File: src/rtl/arbitro_somador_if.sv
// Bundle of requester, operand and response-channel signals for arbitro_somador.
// master = operand sources / sum consumer side, slave = the arbiter itself.
interface arbitro_somador_if #(parameter int WIDTH = 4);
  logic             req0;
  logic [WIDTH-1:0] op0;
  logic             req1;
  logic [WIDTH-1:0] op1;
  logic [WIDTH-1:0] acc_a;
  logic             gnt0;
  logic             gnt1;
  logic             resp_valid;
  logic             resp_ready;
  logic             resp_id;
  logic [WIDTH-1:0] resp_data;
  logic             resp_carry;
  logic             busy;

  modport master (
    output req0, op0, req1, op1, acc_a, resp_ready,
    input  gnt0, gnt1, resp_valid, resp_id, resp_data, resp_carry, busy
  );

  modport slave (
    input  req0, op0, req1, op1, acc_a, resp_ready,
    output gnt0, gnt1, resp_valid, resp_id, resp_data, resp_carry, busy
  );
endinterface

File: src/rtl/arbitro_somador.sv
// Round-robin arbiter sharing one mux+adder between two requesters, with a
// valid/ready tagged response. Define SOMA_SATURADA_EN to saturate on carry.
module arbitro_somador #(
  parameter int WIDTH = 4
) (
  input  logic             clk,
  input  logic             rst_n,
  arbitro_somador_if.slave bus
);

  typedef enum logic [1:0] {
    IDLE = 2'b00,
    EXEC = 2'b01,
    RESP = 2'b10
  } state_t;

  state_t           state_r;
  logic             prio_r;
  logic             sel_r;
  logic [WIDTH-1:0] acc_r;
  logic [WIDTH-1:0] op0_r;
  logic [WIDTH-1:0] op1_r;
  logic             resp_valid_r;
  logic             resp_id_r;
  logic [WIDTH-1:0] resp_data_r;
  logic             resp_carry_r;
  logic             busy_r;

  logic             gnt0_s;
  logic             gnt1_s;
  logic [WIDTH-1:0] mux_s;
  logic [WIDTH:0]   sum_s;

  // Map the raw (WIDTH+1)-bit sum to the returned data word.
  function automatic logic [WIDTH-1:0] fold_sum(input logic [WIDTH:0] s);
`ifdef SOMA_SATURADA_EN
    if (s[WIDTH]) begin
      fold_sum = {WIDTH{1'b1}};
    end else begin
      fold_sum = s[WIDTH-1:0];
    end
`else
    fold_sum = s[WIDTH-1:0];
`endif
  endfunction

  // Grant decode: only in IDLE and out of reset; prio breaks ties.
  always_comb begin
    gnt0_s = 1'b0;
    gnt1_s = 1'b0;
    if (rst_n && (state_r == IDLE)) begin
      if (bus.req0 && bus.req1) begin
        if (prio_r) begin
          gnt1_s = 1'b1;
        end else begin
          gnt0_s = 1'b1;
        end
      end else begin
        gnt0_s = bus.req0;
        gnt1_s = bus.req1;
      end
    end else begin
      gnt0_s = 1'b0;
      gnt1_s = 1'b0;
    end
  end

  // Shared datapath: operand mux by captured select, then widened add.
  always_comb begin
    if (sel_r) begin
      mux_s = op1_r;
    end else begin
      mux_s = op0_r;
    end
    sum_s = {1'b0, acc_r} + {1'b0, mux_s};
  end

  // Sequencer FSM with all response outputs registered.
  always_ff @(posedge clk or negedge rst_n) begin
    if (!rst_n) begin
      state_r      <= IDLE;
      prio_r       <= 1'b0;
      sel_r        <= 1'b0;
      acc_r        <= {WIDTH{1'b0}};
      op0_r        <= {WIDTH{1'b0}};
      op1_r        <= {WIDTH{1'b0}};
      resp_valid_r <= 1'b0;
      resp_id_r    <= 1'b0;
      resp_data_r  <= {WIDTH{1'b0}};
      resp_carry_r <= 1'b0;
      busy_r       <= 1'b0;
    end else begin
      case (state_r)
        IDLE: begin
          if (gnt0_s || gnt1_s) begin
            acc_r   <= bus.acc_a;
            sel_r   <= gnt1_s;
            // Loser of this grant gets priority next time.
            prio_r  <= gnt0_s;
            if (gnt1_s) begin
              op1_r <= bus.op1;
            end else begin
              op0_r <= bus.op0;
            end
            state_r <= EXEC;
            busy_r  <= 1'b1;
          end else begin
            state_r <= IDLE;
            busy_r  <= 1'b0;
          end
        end
        EXEC: begin
          resp_data_r  <= fold_sum(sum_s);
          resp_carry_r <= sum_s[WIDTH];
          resp_id_r    <= sel_r;
          resp_valid_r <= 1'b1;
          state_r      <= RESP;
          busy_r       <= 1'b1;
        end
        RESP: begin
          if (resp_valid_r && bus.resp_ready) begin
            resp_valid_r <= 1'b0;
            state_r      <= IDLE;
            busy_r       <= 1'b0;
          end else begin
            state_r      <= RESP;
            busy_r       <= 1'b1;
          end
        end
        default: begin
          state_r      <= IDLE;
          resp_valid_r <= 1'b0;
          busy_r       <= 1'b0;
        end
      endcase
    end
  end

  assign bus.gnt0       = gnt0_s;
  assign bus.gnt1       = gnt1_s;
  assign bus.resp_valid = resp_valid_r;
  assign bus.resp_id    = resp_id_r;
  assign bus.resp_data  = resp_data_r;
  assign bus.resp_carry = resp_carry_r;
  assign bus.busy       = busy_r;

endmodule

File: src/flat_wrapper.sv
// flat-port wrapper written by rule: the top's interface ports become plain ports
module arbitro_somador_flat 
#(
  parameter int WIDTH = 4
)
  (clk, rst_n, bus_req0, bus_op0, bus_req1, bus_op1, bus_acc_a, bus_resp_ready, bus_gnt0, bus_gnt1, bus_resp_valid, bus_resp_id, bus_resp_data, bus_resp_carry, bus_busy);
  arbitro_somador_if #(.WIDTH(WIDTH)) bus_i ();
  input  logic clk;
  input  logic rst_n;
  input wire logic [$bits(bus_i.req0)-1:0] bus_req0;
  input wire logic [$bits(bus_i.op0)-1:0] bus_op0;
  input wire logic [$bits(bus_i.req1)-1:0] bus_req1;
  input wire logic [$bits(bus_i.op1)-1:0] bus_op1;
  input wire logic [$bits(bus_i.acc_a)-1:0] bus_acc_a;
  input wire logic [$bits(bus_i.resp_ready)-1:0] bus_resp_ready;
  output wire logic [$bits(bus_i.gnt0)-1:0] bus_gnt0;
  output wire logic [$bits(bus_i.gnt1)-1:0] bus_gnt1;
  output wire logic [$bits(bus_i.resp_valid)-1:0] bus_resp_valid;
  output wire logic [$bits(bus_i.resp_id)-1:0] bus_resp_id;
  output wire logic [$bits(bus_i.resp_data)-1:0] bus_resp_data;
  output wire logic [$bits(bus_i.resp_carry)-1:0] bus_resp_carry;
  output wire logic [$bits(bus_i.busy)-1:0] bus_busy;
  assign bus_i.req0 = bus_req0;
  assign bus_i.op0 = bus_op0;
  assign bus_i.req1 = bus_req1;
  assign bus_i.op1 = bus_op1;
  assign bus_i.acc_a = bus_acc_a;
  assign bus_i.resp_ready = bus_resp_ready;
  assign bus_gnt0 = bus_i.gnt0;
  assign bus_gnt1 = bus_i.gnt1;
  assign bus_resp_valid = bus_i.resp_valid;
  assign bus_resp_id = bus_i.resp_id;
  assign bus_resp_data = bus_i.resp_data;
  assign bus_resp_carry = bus_i.resp_carry;
  assign bus_busy = bus_i.busy;
  arbitro_somador #(.WIDTH(WIDTH)) u_core (.clk(clk), .rst_n(rst_n), .bus(bus_i));
endmodule
File: config.mk
export PLATFORM = sky130hd
export DESIGN_NAME = arbitro_somador_flat
export DESIGN_NICKNAME = d
export VERILOG_FILES = /design/src/rtl/arbitro_somador_if.sv /design/src/rtl/arbitro_somador.sv /design/src/flat_wrapper.sv
export SDC_FILE = /design/constraint.sdc
export NUM_CORES = 1
export LEC_CHECK = 0
export BUFFER_PORTS_ARGS = -buffer_cell sky130_fd_sc_hd__buf_4
export CAP_MARGIN = 25
export CORE_UTILIZATION = 50
export CTS_CLUSTER_SIZE = 30
export DETAILED_ROUTE_END_ITERATION = 8
export MAX_ROUTING_LAYER = met4
export PLACE_DENSITY_LB_ADDON = 0.2
export SLEW_MARGIN = 10
export SYNTH_ARGS = -nofsm -noshare
export SYNTH_HDL_FRONTEND = slang
export SYNTH_SLANG_ARGS = --single-unit
File: constraint.sdc
create_clock -name clk -period 5.7 [get_ports clk]
set_clock_uncertainty 0.2 [all_clocks]
set_input_delay 1.14 -clock clk [delete_from_list [all_inputs] [get_ports clk]]
set_output_delay 1.14 -clock clk [all_outputs]
set_load 0.005 [all_outputs]
# Yosys cells after proc, flatten, opt, wreduce, memory -nomap -nowiden
# Cells that the tools add are included.
classes:
  add_sub_neg: 1
  eq_ne: 3
  muxes: 15
  bitwise_logic: 2
  n_reduce_logical: 9
op_table:
  columns: ["op", "n"]
  rows:
  - ["1-bit 2-to-1 mux", 10]
  - ["1-bit one-hot mux with 3 select lines", 2]
  - ["2-bit one-hot mux with 3 select lines", 1]
  - ["3-bit AND reduction", 2]
  - ["4-bit by 4-bit adder with 5-bit output", 1]
  - ["4-bit 2-to-1 mux", 1]
  - ["2-bit AND reduction", 2]
  - ["1-bit logical AND", 3]
  - ["2-bit by 1-bit == test with 1-bit output (second input constant)", 1]
  - ["2-bit == test (second input constant)", 1]
  - ["2-bit zero test", 1]
  - ["2-bit 2-to-1 mux", 1]
  - ["2-bit by 1-bit inequality test with 1-bit output (second input constant)", 1]
  - ["1-bit NOT", 2]
  - ["1-bit logical OR", 1]
word_totals:
  regBits: 24
  inputBits: 17
  output_inout_bits: 10
  elab_cells: 41

# Depth between registers and ports, before layout
logic_depth:
  depth_word: 6
  mapped_depth: 8

# Least setup slack after synthesis
# No wires, ideal clock.
synth_timing:
  path_type: "input to output"
  start: "input rst_n"
  end: "output bus_gnt1"
  arrival_ns: 1.614
  required_ns: 4.360
  slack_ns: 2.746
  stages: 3
  cell_sequence: "nor3b_2 > and3_1 > buf_6"
synth_via:
  elab_chain_cells: 2
synth_lines:
  columns: ["element", "line_no", "rtl"]
  rows:
  - ["start: declaration", "flat_wrapper.sv:9", "input logic rst_n;"]
  - ["1-bit logical AND", "arbitro_somador.sv:51", "if (rst_n && (state_r == IDLE)) begin"]
  - ["1-bit 2-to-1 mux", "arbitro_somador.sv:51", null]
  - ["end: declaration", "flat_wrapper.sv:17", "output wire logic [$bits(bus_i.gnt1)-1:0] bus_gnt1;"]
# Every way passes these cells.

# Worst setup path in the final report
# Same ends and word-level chain as after synthesis.

==> impl_results.md <==
- Fin Hold WS: 0.3015 ns
- Syn Std Cell Area: 1117 µm²
- Vias: 773
- CP Launch Type: primary input
- Synth area leader: dfrtp_1
- Via density: 5.444
- DIE HEIGHT: 49.27 µm
- Max Slew Vio Count: 0
- Crit path DAT: 2.25 ns
- Post-CTS setup buffers: 0
- Pwr dens: 540.4 nW/µm²
- First drt pass iteration count: 4
- Post-synth top cells: dfrtp_1, mux2_2, nand2_1
- Cells after Synth: 88
- GRT Total Usage: 19.99%
- CTS H-tree lvls: 1
- Die area: 2428 µm²
- Yosys Warn Count: 0
- Cell count along the critical path: 4
- Endpoints failing setup: 0
- Normalized max-slew margin: 73.12%
- Max incr delay on CP: 0.37 ns
- Delay-heaviest family, CP: simple AND/OR/NAND/NOR gates
- Ordered list of cells on the worst path: buf_4 > nor3b_2 > and3_1 > buf_4
- Share of the synthesized area in the top cell type: 53.75%
- Gpl congestion: 0.7965
- DRT Wirelength: 1964 µm
- Critical Path RT: 4.36 ns
- Dominant synthesized flop cell: dfrtp_1
- WP buf/inv: 2
- Post-synth EDFFs: 0
- Register bit count reported by yosys: 24
- FMAX: 278.2 MHz
- Post-CTS sizing: 0
- Antenna-violating nets left: 0
- IO buf count: 26
- Die Wd: 49.27 µm
- Clock Path Buffers: 2
- RSZ-0062 raised after global routing: no
- Antenna diode count: 0
- Worst setup path class: in2out
- Netlist cell types: 27
- Largest cells by area after synthesis: dfrtp_1, mux2_2, ha_1, o21ai_0, nand2_1
- Root buf cell: clkbuf_4
- Critical Path Sink Type: output port
- Final Hold Fails: 0
- Hold Path Depth: 2
- TritonCTS buffer count: 3
- Final period utilization: 63.05%
- Multi-input gate area: 471.7 µm²
- DRC: 0
- # nets final: 138
- Largest net degree at the start of global routing: 26
- Register Area: 600.6 µm²
- Seq/Total Area, Yosys: 53.75%
- Setup TNS: 0 ns
- Final core occ: 68.07%
- Worst slew pin tran: 0.4032 ns
- Io pins: 27
- Most frequent cell after synthesis: dfrtp_1
- Antenna violations before repair: 0
- # rows: 16
- Initial core utilization: 55.26%
- Minimum clock period: 3.594 ns
- Filler cells: 154
- CTS clock-pin slew for the worst setup and hold paths: 0.13 ns
- Reg2Reg Depth: 5
- Slowest cell on the critical path: and3_1
- Final HPWL DP: 1466 µm
- Most Frequent Cell on Critical Path: buf_4
- Pleak: 0.6584 nW
- MaxCap Viol Count: 0
- First-pass GRT wire length: 3491 µm
- Status: finished clean
- DR iter-0 viols: 18
- Share of cells above drive strength 1: 43.48%
- Max IR drop VDD: 333.9 µV
- Syn avg cell area: 12.70 µm²
- Hold_buf cts: 0
- Core Footprint: 2022 µm²
- CTS sink count: 24
- CTS tree: built
- WL/cell: 13.83 µm
- GR Overflow Total: 0
- Overall power: 743.8 µW
- Clk_lat worst skew: 0.32 ns
- CP max FO: 25
- Syn-to-layout area delta: 23.18%
- Vias in the first global route: 761
- Syn_nets: 110
- Async S/R FF share, synth: 100.0%
- Class of the worst hold path: reg2reg
## worst paths after layout
check,from,to,slack [ns]
max in group asynchronous,rst_n,u_core.bus.resp_data[2]$_DFFE_PN0P_,4.58
setup reg to reg,u_core.sel_r$_DFFE_PN0N_,u_core.bus.resp_data[3]$_DFFE_PN0P_,3.60
setup / recovery,rst_n,bus_gnt1,2.11
hold / removal,u_core.bus.resp_data[1]$_DFFE_PN0P_,u_core.bus.resp_data[1]$_DFFE_PN0P_,0.30
hold reg to reg,u_core.bus.resp_data[1]$_DFFE_PN0P_,u_core.bus.resp_data[1]$_DFFE_PN0P_,0.30
min in group asynchronous,rst_n,u_core.acc_r[3]$_DFFE_PN0N_,0.49
## worst register-to-register path: stages (launching register included)
cell      delay (ns)
dfrtp_1         0.50
mux2_2          0.38
ha_1            0.32
and4bb_2        0.24
a221oi_1        0.20
o211ai_1        0.13
## metrics by stage
| stage | setup WS [ns] | instances | instance area, µm² |
|---|---|---|---|
| 2_1_floorplan | 2.746 | 88 | 1117 |
| 3_3_place_gp | 2.158 | 138 | 1324 |
| 3_5_place_dp | 2.090 | 138 | 1324 |
| 4_1_cts | 2.095 | 142 | 1376 |
| 5_1_grt | 1.940 | 142 | 1376 |
| 6_report | 2.106 | 142 | 1376 |
## final cells by class
type,instances,area share [%]
Timing Repair Buffer,26,14.18
Tap cell,27,2.455
Clock buffer,3,1.636
Inverter,6,1.636
Multi-Input combinational cell,55,34.27
Clock inverter,1,2.182
Sequential cell,24,43.64
## per-layer routing
| metal | wire length, µm | up-vias | track usage (%) |
|---|---|---|---|
| met5 | 0 | - | - |
| met4 | 38 | 0 | 8.824 |
| met3 | 71 | 5 | 2.804 |
| met2 | 937 | 22 | 31.28 |
| met1 | 917 | 383 | 25.82 |
| li1 | - | 363 | - |
## report_power, final
| group | leakage (nW) | switching, mW | internal, mW | total [mW] |
|---|---|---|---|---|
| clock | 0.0279 | 0.0520 | 0.0712 | 0.123 |
| combinational | 0.344 | 0.130 | 0.179 | 0.309 |
| sequential | 0.286 | 0.0575 | 0.254 | 0.311 |
## state kept, by name (all words and copies together), names as in the netlist
signal and cells:
u_core.acc_r 4, u_core.bus.busy 1, u_core.bus.resp_carry 1, u_core.bus.resp_data 4, u_core.bus.resp_id 1, u_core.bus.resp_valid 1, u_core.op0_r 4, u_core.op1_r 4
u_core.prio_r 1, u_core.sel_r 1, u_core.state_r 2
## cell usage in the layout, fill, tap and decap left out, drive strengths merged, types with 2 or more instances in the layout
cell type,count
a21o,2
a21oi,2
buf,26
clkbuf,3
dfrtp,24
ha,4
inv,6
mux2,17
nand2,6
nand2b,2
nand3b,2
nor2b,2
o21a,2
o21ai,5
## cells by family after synthesis
| logic type | share of synthesized area [%] |
|---|---|
| flops | 53.75 |
| simple gates | 10.64 |
| mux | 18.03 |
| compound gates | 7.278 |
| buf+inv | 4.031 |
| fa+ha+maj | 6.271 |
(Power assumes the default switching activity.)
